==> src/rtl/pc_seq_pkg.sv <==
`default_nettype none
// +----------------------------------------------------------------------------+
// | Module   : pc_seq_pkg                                                      |
// | Purpose  : Shared types and constants for the next-PC sequencer.           |
// |            state_t      - sequencer FSM states                             |
// |            redir_kind_t - redirect source; numeric value is its priority   |
// |            INST_BYTES   - sequential fetch increment                       |
// | Revision : 1.0 - initial release                                           |
// +----------------------------------------------------------------------------+
package pc_seq_pkg;

  typedef enum logic [1:0] {
    BOOT       = 2'd0,
    RUN        = 2'd1,
    STALL      = 2'd2,
    STALL_PEND = 2'd3
  } state_t;

  // Larger value wins arbitration, so plain unsigned compares rank requests.
  typedef enum logic [1:0] {
    RK_NONE = 2'd0,
    RK_BR   = 2'd1,
    RK_MRET = 2'd2,
    RK_TRAP = 2'd3
  } redir_kind_t;

  localparam int INST_BYTES = 4;

endpackage
`default_nettype wire

==> src/rtl/pc_redirect_prio.sv <==
`default_nettype none
// +----------------------------------------------------------------------------+
// | Module   : pc_redirect_prio                                                |
// | Purpose  : Combinational arbiter: picks the winning redirect {kind,target} |
// |            from the live trap/mret/branch requests and the pending slot.   |
// | Ports    : trap_i/mtvec_i, mret_i/mepc_i, br_taken_i/br_target_i  live    |
// |            pend_kind_i/pend_target_i   buffered redirect (RK_NONE = empty) |
// |            sel_kind_o/sel_target_o     winner (RK_NONE = nothing to do)    |
// | Revision : 1.0 - initial release                                           |
// +----------------------------------------------------------------------------+
module pc_redirect_prio
  import pc_seq_pkg::*;
#(
  parameter int XLEN = 32
) (
  input  logic            trap_i,
  input  logic [XLEN-1:0] mtvec_i,
  input  logic            mret_i,
  input  logic [XLEN-1:0] mepc_i,
  input  logic            br_taken_i,
  input  logic [XLEN-1:0] br_target_i,
  input  logic [1:0]      pend_kind_i,
  input  logic [XLEN-1:0] pend_target_i,
  output logic [1:0]      sel_kind_o,
  output logic [XLEN-1:0] sel_target_o
);

  logic [1:0]      w_live_kind;
  logic [XLEN-1:0] w_live_target;

  always_comb begin
    w_live_kind   = RK_NONE;
    w_live_target = br_target_i;
    if (trap_i) begin
      w_live_kind   = RK_TRAP;
      w_live_target = mtvec_i;
    end else if (mret_i) begin
      w_live_kind   = RK_MRET;
      w_live_target = mepc_i;
    end else if (br_taken_i) begin
      w_live_kind   = RK_BR;
      w_live_target = br_target_i;
    end

    // A live request takes the slot on a tie, so a newer request of equal
    // rank replaces the buffered one.
    if ((w_live_kind != RK_NONE) && (w_live_kind >= pend_kind_i)) begin
      sel_kind_o   = w_live_kind;
      sel_target_o = w_live_target;
    end else begin
      sel_kind_o   = pend_kind_i;
      sel_target_o = pend_target_i;
    end
  end

endmodule
`default_nettype wire

==> src/rtl/pc_sequencer.sv <==
`default_nettype none
// +----------------------------------------------------------------------------+
// | Module   : pc_sequencer                                                    |
// | Purpose  : Next-PC controller for the 3-stage RV32 pipeline. Chooses       |
// |            between trap/mret/branch redirects, stall hold and sequential   |
// |            fetch; buffers a redirect raised under stall; flushes IF/EX and |
// |            counts applied redirects (saturating).                          |
// | Ports    : clk, rst (async, active-high)                                   |
// |            pc_cur_i            current PC from the PC register             |
// |            stall_i             hold fetch this cycle                       |
// |            br_taken_i/target   EX branch/jump                              |
// |            trap_i/mtvec_i      trap request / vector                       |
// |            mret_i/mepc_i       mret / return address                       |
// |            pc_next_o           next PC (combinational)                     |
// |            flush_o             kill IF/EX instruction                      |
// |            misalign_o          applied target had nonzero [1:0]            |
// |            redir_cnt_o         applied redirect count, saturating          |
// | Revision : 1.0 - initial release                                           |
// +----------------------------------------------------------------------------+
module pc_sequencer
  import pc_seq_pkg::*;
#(
  parameter int              XLEN         = 32,
  parameter logic [XLEN-1:0] RESET_VECTOR = '0,
  parameter int              CNT_W        = 16
) (
  input  logic             clk,
  input  logic             rst,
  input  logic [XLEN-1:0]  pc_cur_i,
  input  logic             stall_i,
  input  logic             br_taken_i,
  input  logic [XLEN-1:0]  br_target_i,
  input  logic             trap_i,
  input  logic [XLEN-1:0]  mtvec_i,
  input  logic             mret_i,
  input  logic [XLEN-1:0]  mepc_i,
  output logic [XLEN-1:0]  pc_next_o,
  output logic             flush_o,
  output logic             misalign_o,
  output logic [CNT_W-1:0] redir_cnt_o
);

  state_t          r_state;
  logic [1:0]      r_pend_kind;
  logic [XLEN-1:0] r_pend_target;
  logic [CNT_W-1:0] r_cnt;

  logic [1:0]      w_sel_kind;
  logic [XLEN-1:0] w_sel_target;
  logic            w_apply;

  pc_redirect_prio #(
    .XLEN (XLEN)
  ) u_prio (
    .trap_i        (trap_i),
    .mtvec_i       (mtvec_i),
    .mret_i        (mret_i),
    .mepc_i        (mepc_i),
    .br_taken_i    (br_taken_i),
    .br_target_i   (br_target_i),
    .pend_kind_i   (r_pend_kind),
    .pend_target_i (r_pend_target),
    .sel_kind_o    (w_sel_kind),
    .sel_target_o  (w_sel_target)
  );

  // Pend is empty outside STALL_PEND, so the arbiter output is simply the
  // live winner in RUN/STALL and the live-vs-pend winner in STALL_PEND.
  assign w_apply = (r_state != BOOT) && !stall_i && (w_sel_kind != RK_NONE);

  always_comb begin
    pc_next_o  = pc_cur_i + XLEN'(INST_BYTES);
    flush_o    = 1'b0;
    misalign_o = 1'b0;
    if (rst || (r_state == BOOT)) begin
      pc_next_o = RESET_VECTOR;
      flush_o   = 1'b1;
    end else if (stall_i) begin
      pc_next_o = pc_cur_i;
    end else if (w_apply) begin
      pc_next_o  = {w_sel_target[XLEN-1:2], 2'b00};
      flush_o    = 1'b1;
      misalign_o = |w_sel_target[1:0];
    end
  end

  always_ff @(posedge clk or posedge rst) begin
    if (rst) begin
      r_state       <= BOOT;
      r_pend_kind   <= RK_NONE;
      r_pend_target <= '0;
      r_cnt         <= '0;
    end else begin
      if (r_state == BOOT) begin
        r_state <= RUN;
      end else if (stall_i) begin
        // Re-latching the arbiter winner keeps pend when the live request
        // ranks lower and replaces it otherwise.
        if (w_sel_kind != RK_NONE) begin
          r_pend_kind   <= w_sel_kind;
          r_pend_target <= w_sel_target;
          r_state       <= STALL_PEND;
        end else begin
          r_state <= STALL;
        end
      end else begin
        r_pend_kind <= RK_NONE;
        r_state     <= RUN;
      end

      if (w_apply && (r_cnt != {CNT_W{1'b1}})) begin
        r_cnt <= r_cnt + 1'b1;
      end
    end
  end

  assign redir_cnt_o = r_cnt;

endmodule
`default_nettype wire

==> config.mk <==
export PLATFORM = sky130hd
export DESIGN_NAME = pc_sequencer
export DESIGN_NICKNAME = d
export VERILOG_FILES = /design/src/rtl/pc_seq_pkg.sv /design/src/rtl/pc_redirect_prio.sv /design/src/rtl/pc_sequencer.sv
export SDC_FILE = /design/constraint.sdc
export NUM_CORES = 1
export LEC_CHECK = 0
export ABC_AREA = 1
export ABC_CLOCK_PERIOD_IN_PS = 3540
export CAP_MARGIN = 20
export CORE_MARGIN = 1.5
export CORE_UTILIZATION = 40
export DETAILED_ROUTE_END_ITERATION = 8
export PLACE_DENSITY = 0.73
export SYNTH_ARGS = -nofsm -noshare
export SYNTH_HDL_FRONTEND = slang
export SYNTH_HIERARCHICAL = 1
export SYNTH_SLANG_ARGS = --single-unit
export TNS_END_PERCENT = 20
==> constraint.sdc <==
create_clock -name clk -period 3.54 [get_ports clk]
set_clock_uncertainty 0.2 [all_clocks]
set_input_delay 0.531 -clock clk [delete_from_list [all_inputs] [get_ports clk]]
set_output_delay 0.531 -clock clk [all_outputs]
set_load 0.02 [all_outputs]
==> flow_summary.yaml <==
layout:
  layout-drive-gt1-share_pct: 13.43
  syn_to_final_growth_pct: 45.81
  antennaDiodeCount: 0
  final_cells: 1229
  finish.utilization_pct: 59.50
  fin_nets: 1193
  nFillCells: 1256
detailed_routing:
  vias: 6144
  drt_iter0_markers: 321
  ant_nets: 0
  first_pass_iters: 4
  drc: 0
  routed_wl_um: 17300
  post_drt_wl_per_cell_um: 14.08
  viasPerCell: 4.999
placed_design:
  io_buffer_count: 183
  place_congestion: 0.9491
  place_hpwl_um: 13740
  dp_slack_ps: -507.3
  dp.cells: 1221
global_route:
  grt_usage_pct: 25.54
  grt_pass1_wl_um: 27560
  grt_pass1_vias: 5804
  grt_max_degree: 34
  grt_overflow: 0
  antenna_found_initial: 0
setup_path:
  cp_cell_sequence: "dlygate4sd2_1, inv_6, nand2_1, ha_1, nand2_2, nand2_4, nand2_4, nand2_1, nand2_1, inv_1, nand2_2, nand2_4, buf_12, o211ai_1, o211ai_1, inv_1, clkdlybuf4s15_2"
  slowest_delay_ps: 280
  path_class: "input port to output port"
  path_buf_inv: 6
  critPathMaxFanout: 15
  worstPathRequired_ps: 2810
  cp.arrival_ps: 2640
  cp-end-kind: "output port"
  start_kind: "input port"
  crit_family: "buffers and inverters"
  crit_path_top_delay_cell: "dlygate4sd2_1"
timing:
  period_needed_ps: 3369
  hold_viol: 0
  fin_ws_ps: 171.3
  fin_setup_tns_ps: 0
  finalMaxSlewViolations: 0
  worst_pin_slew_ps: 473.9
  setup_viol: 0
  hold_slack_ps: 289.3
  slew_headroom_pct: 68.36
  max_freq_mhz: 296.8
  fin_crit_sh_pct: 95.16
  rsz0062_at_grt: "no"
synthesis:
  synth_seq_cells: 52
  synth_ff_type: "dfrtp_1"
  yosys_warnings: 6
  mappedNetlistArea_um2: 5107
  synth_edf_count: 0
  syn_area_per_cell_um2: 5.967
  yosysSeqAreaShare_pct: 25.48
  synthArstFlopShare_pct: 100.0
  synthCells: 856
  ys_types: 41
  syn_nets: 993
clock_network:
  postCtsSetupBuffers: 0
  cts_buffer_depth: 2
  clk_latency_ps: 290
  holdBufCountCts: 0
  clk_pin_slew_worst_paths_ps: 70
  cts_root_buf: "clkbuf_16"
  cts-buffers-inserted: 5
  numClockSinks: 52
  cts_tree: "done"
  htree_levels: 2
power_and_ir_drop:
  leakagePower_nw: 3.638
  vdd_ir_drop_max_mv: 0.3276
  power_density_nw_per_um2: 417.4
die:
  std_cell_rows: 41
  num_io_pins: 184
  die_area_um2: 13450
  die_y_um: 116.0
  core_area_um2: 12520
  initial_utilization_pct: 40.80
  die_width_um: 116.0
min_path:
  hold_class: "flop to flop"
flow_run:
  maxCapViolations: 0
run_status:
  status: "finished clean"
==> layout by cell type (no fill, tap or decap), types with 8 or more instances in the layout <==
master	count
nand2_1	381
clkdlybuf4s50_1	147
nand3_1	70
nor2_1	60
dfrtp_1	52
buf_4	51
inv_1	49
a21oi_1	43
o21ai_0	42
mux2_2	22
buf_2	20
xor2_1	12
nand4_1	8
==> tightest hold or removal path: cells and delay by family, from the launching register on <==
kind	cells	cell delay [ps]
AND/OR/NAND/NOR	1	50
AO/OA/AOI/OAI	1	60
flip-flops	1	340
==> layout make-up <==
cell class / count / area [µm²] / share of cell area, %
well taps: 172 / 215.2 / 2.890
clock buffers: 7 / 132.6 / 1.781
inverters: 56 / 215.2 / 2.890
clock inverters: 1 / 8.758 / 0.1176
repair buffers: 236 / 2190 / 29.40
flip-flops and latches: 52 / 1301 / 17.47
multi-input cells: 705 / 3385 / 45.45
==> registers in the layout, indices dropped and copies added, names as in the netlist <==
register / flops
r_pend_target: 32
redir_cnt_o: 16
r_pend_kind: 2
r_state: 2
==> repair_timing <==
item	4_1_cts	5_1_grt
setup endpoints to repair	34	34
cloned	0	0
gates resized for setup	126	4
pin swaps	0	1
==> power breakdown <==
group | leakage [nW] | internal [W] | switching, W
clock | 0.0681 | 0.000265 | 0.000214
sequential | 0.663 | 0.000818 | 0.000152
combinational | 2.91 | 0.000734 | 0.000926
total | 3.64 | 0.00182 | 0.00129
==> cell usage after synthesis (3+ instances only) <==
cell type	count	area, µm²
o22ai_1	3	18.77
buf_2	23	115.1
inv_2	5	18.77
nand3_1	70	350.3
o21ai_0	44	220.2
nor2_2	3	18.77
xor2_1	12	105.1
o211ai_1	7	52.55
nand3b_1	3	22.52
inv_1	50	187.7
dfrtp_1	52	1301
a211oi_1	4	30.03
nand2_1	382	1434
a21oi_1	45	225.2
buf_4	3	22.52
buf_6	4	45.04
nor3_1	4	20.02
nand2_2	4	25.02
xnor2_1	7	61.31
mux2_2	22	247.7
ha_1	3	37.54
clkbuf_1	11	41.29
nor2_1	60	225.2
nand4_1	8	50.05
o21ai_2	3	26.28
==> worst paths after layout <==
kind	startpoint	to	slack (ps)	depth (start not counted)
hold / removal	r_pend_target[14]$_DFFE_PP0P_	r_pend_target[14]$_DFFE_PP0P_	290	2
max in group asynchronous	rst	redir_cnt_o[3]$_DFFE_PP0P_	2130	3
hold reg to reg	r_pend_target[14]$_DFFE_PP0P_	r_pend_target[14]$_DFFE_PP0P_	290	2
setup reg to reg	r_pend_kind[1]$_DFFE_PP0P_	redir_cnt_o[2]$_DFFE_PP0P_	910	18
setup / recovery	mret_i	pc_next_o[4]	170	17
min in group asynchronous	rst	r_pend_target[17]$_DFFE_PP0P_	460	2
==> cells by family (layout without fill, tap and decap cells) <==
group,Yosys count,after routing,share of synthesized area [%]
compound gates,115,115,12.64
simple gates,544,544,43.85
mux,24,24,5.292
flops,52,52,25.48
xor+xnor,19,19,3.258
fa+ha+maj,3,3,0.7350
buf+inv,99,300,8.746
==> metal layers <==
layer  wire [µm]  GRT usage [%]  vias to the layer above
met1        7574          32.42                     2756
met3        1211          3.870                       34
met5           0              0                        -
met2        8060          44.86                      202
met4         455          7.480                        0
li1            -              -                     3152
==> through the flow <==
stage	total power [W]	cell area, µm²
2_1_floorplan	0.002002	5122
5_1_grt	0.003354	7447
3_3_place_gp	0.002635	7397
4_1_cts	0.003126	7442
6_report	0.003109	7447
3_5_place_dp	0.002667	7397
Power figures use the tool's default switching activity.
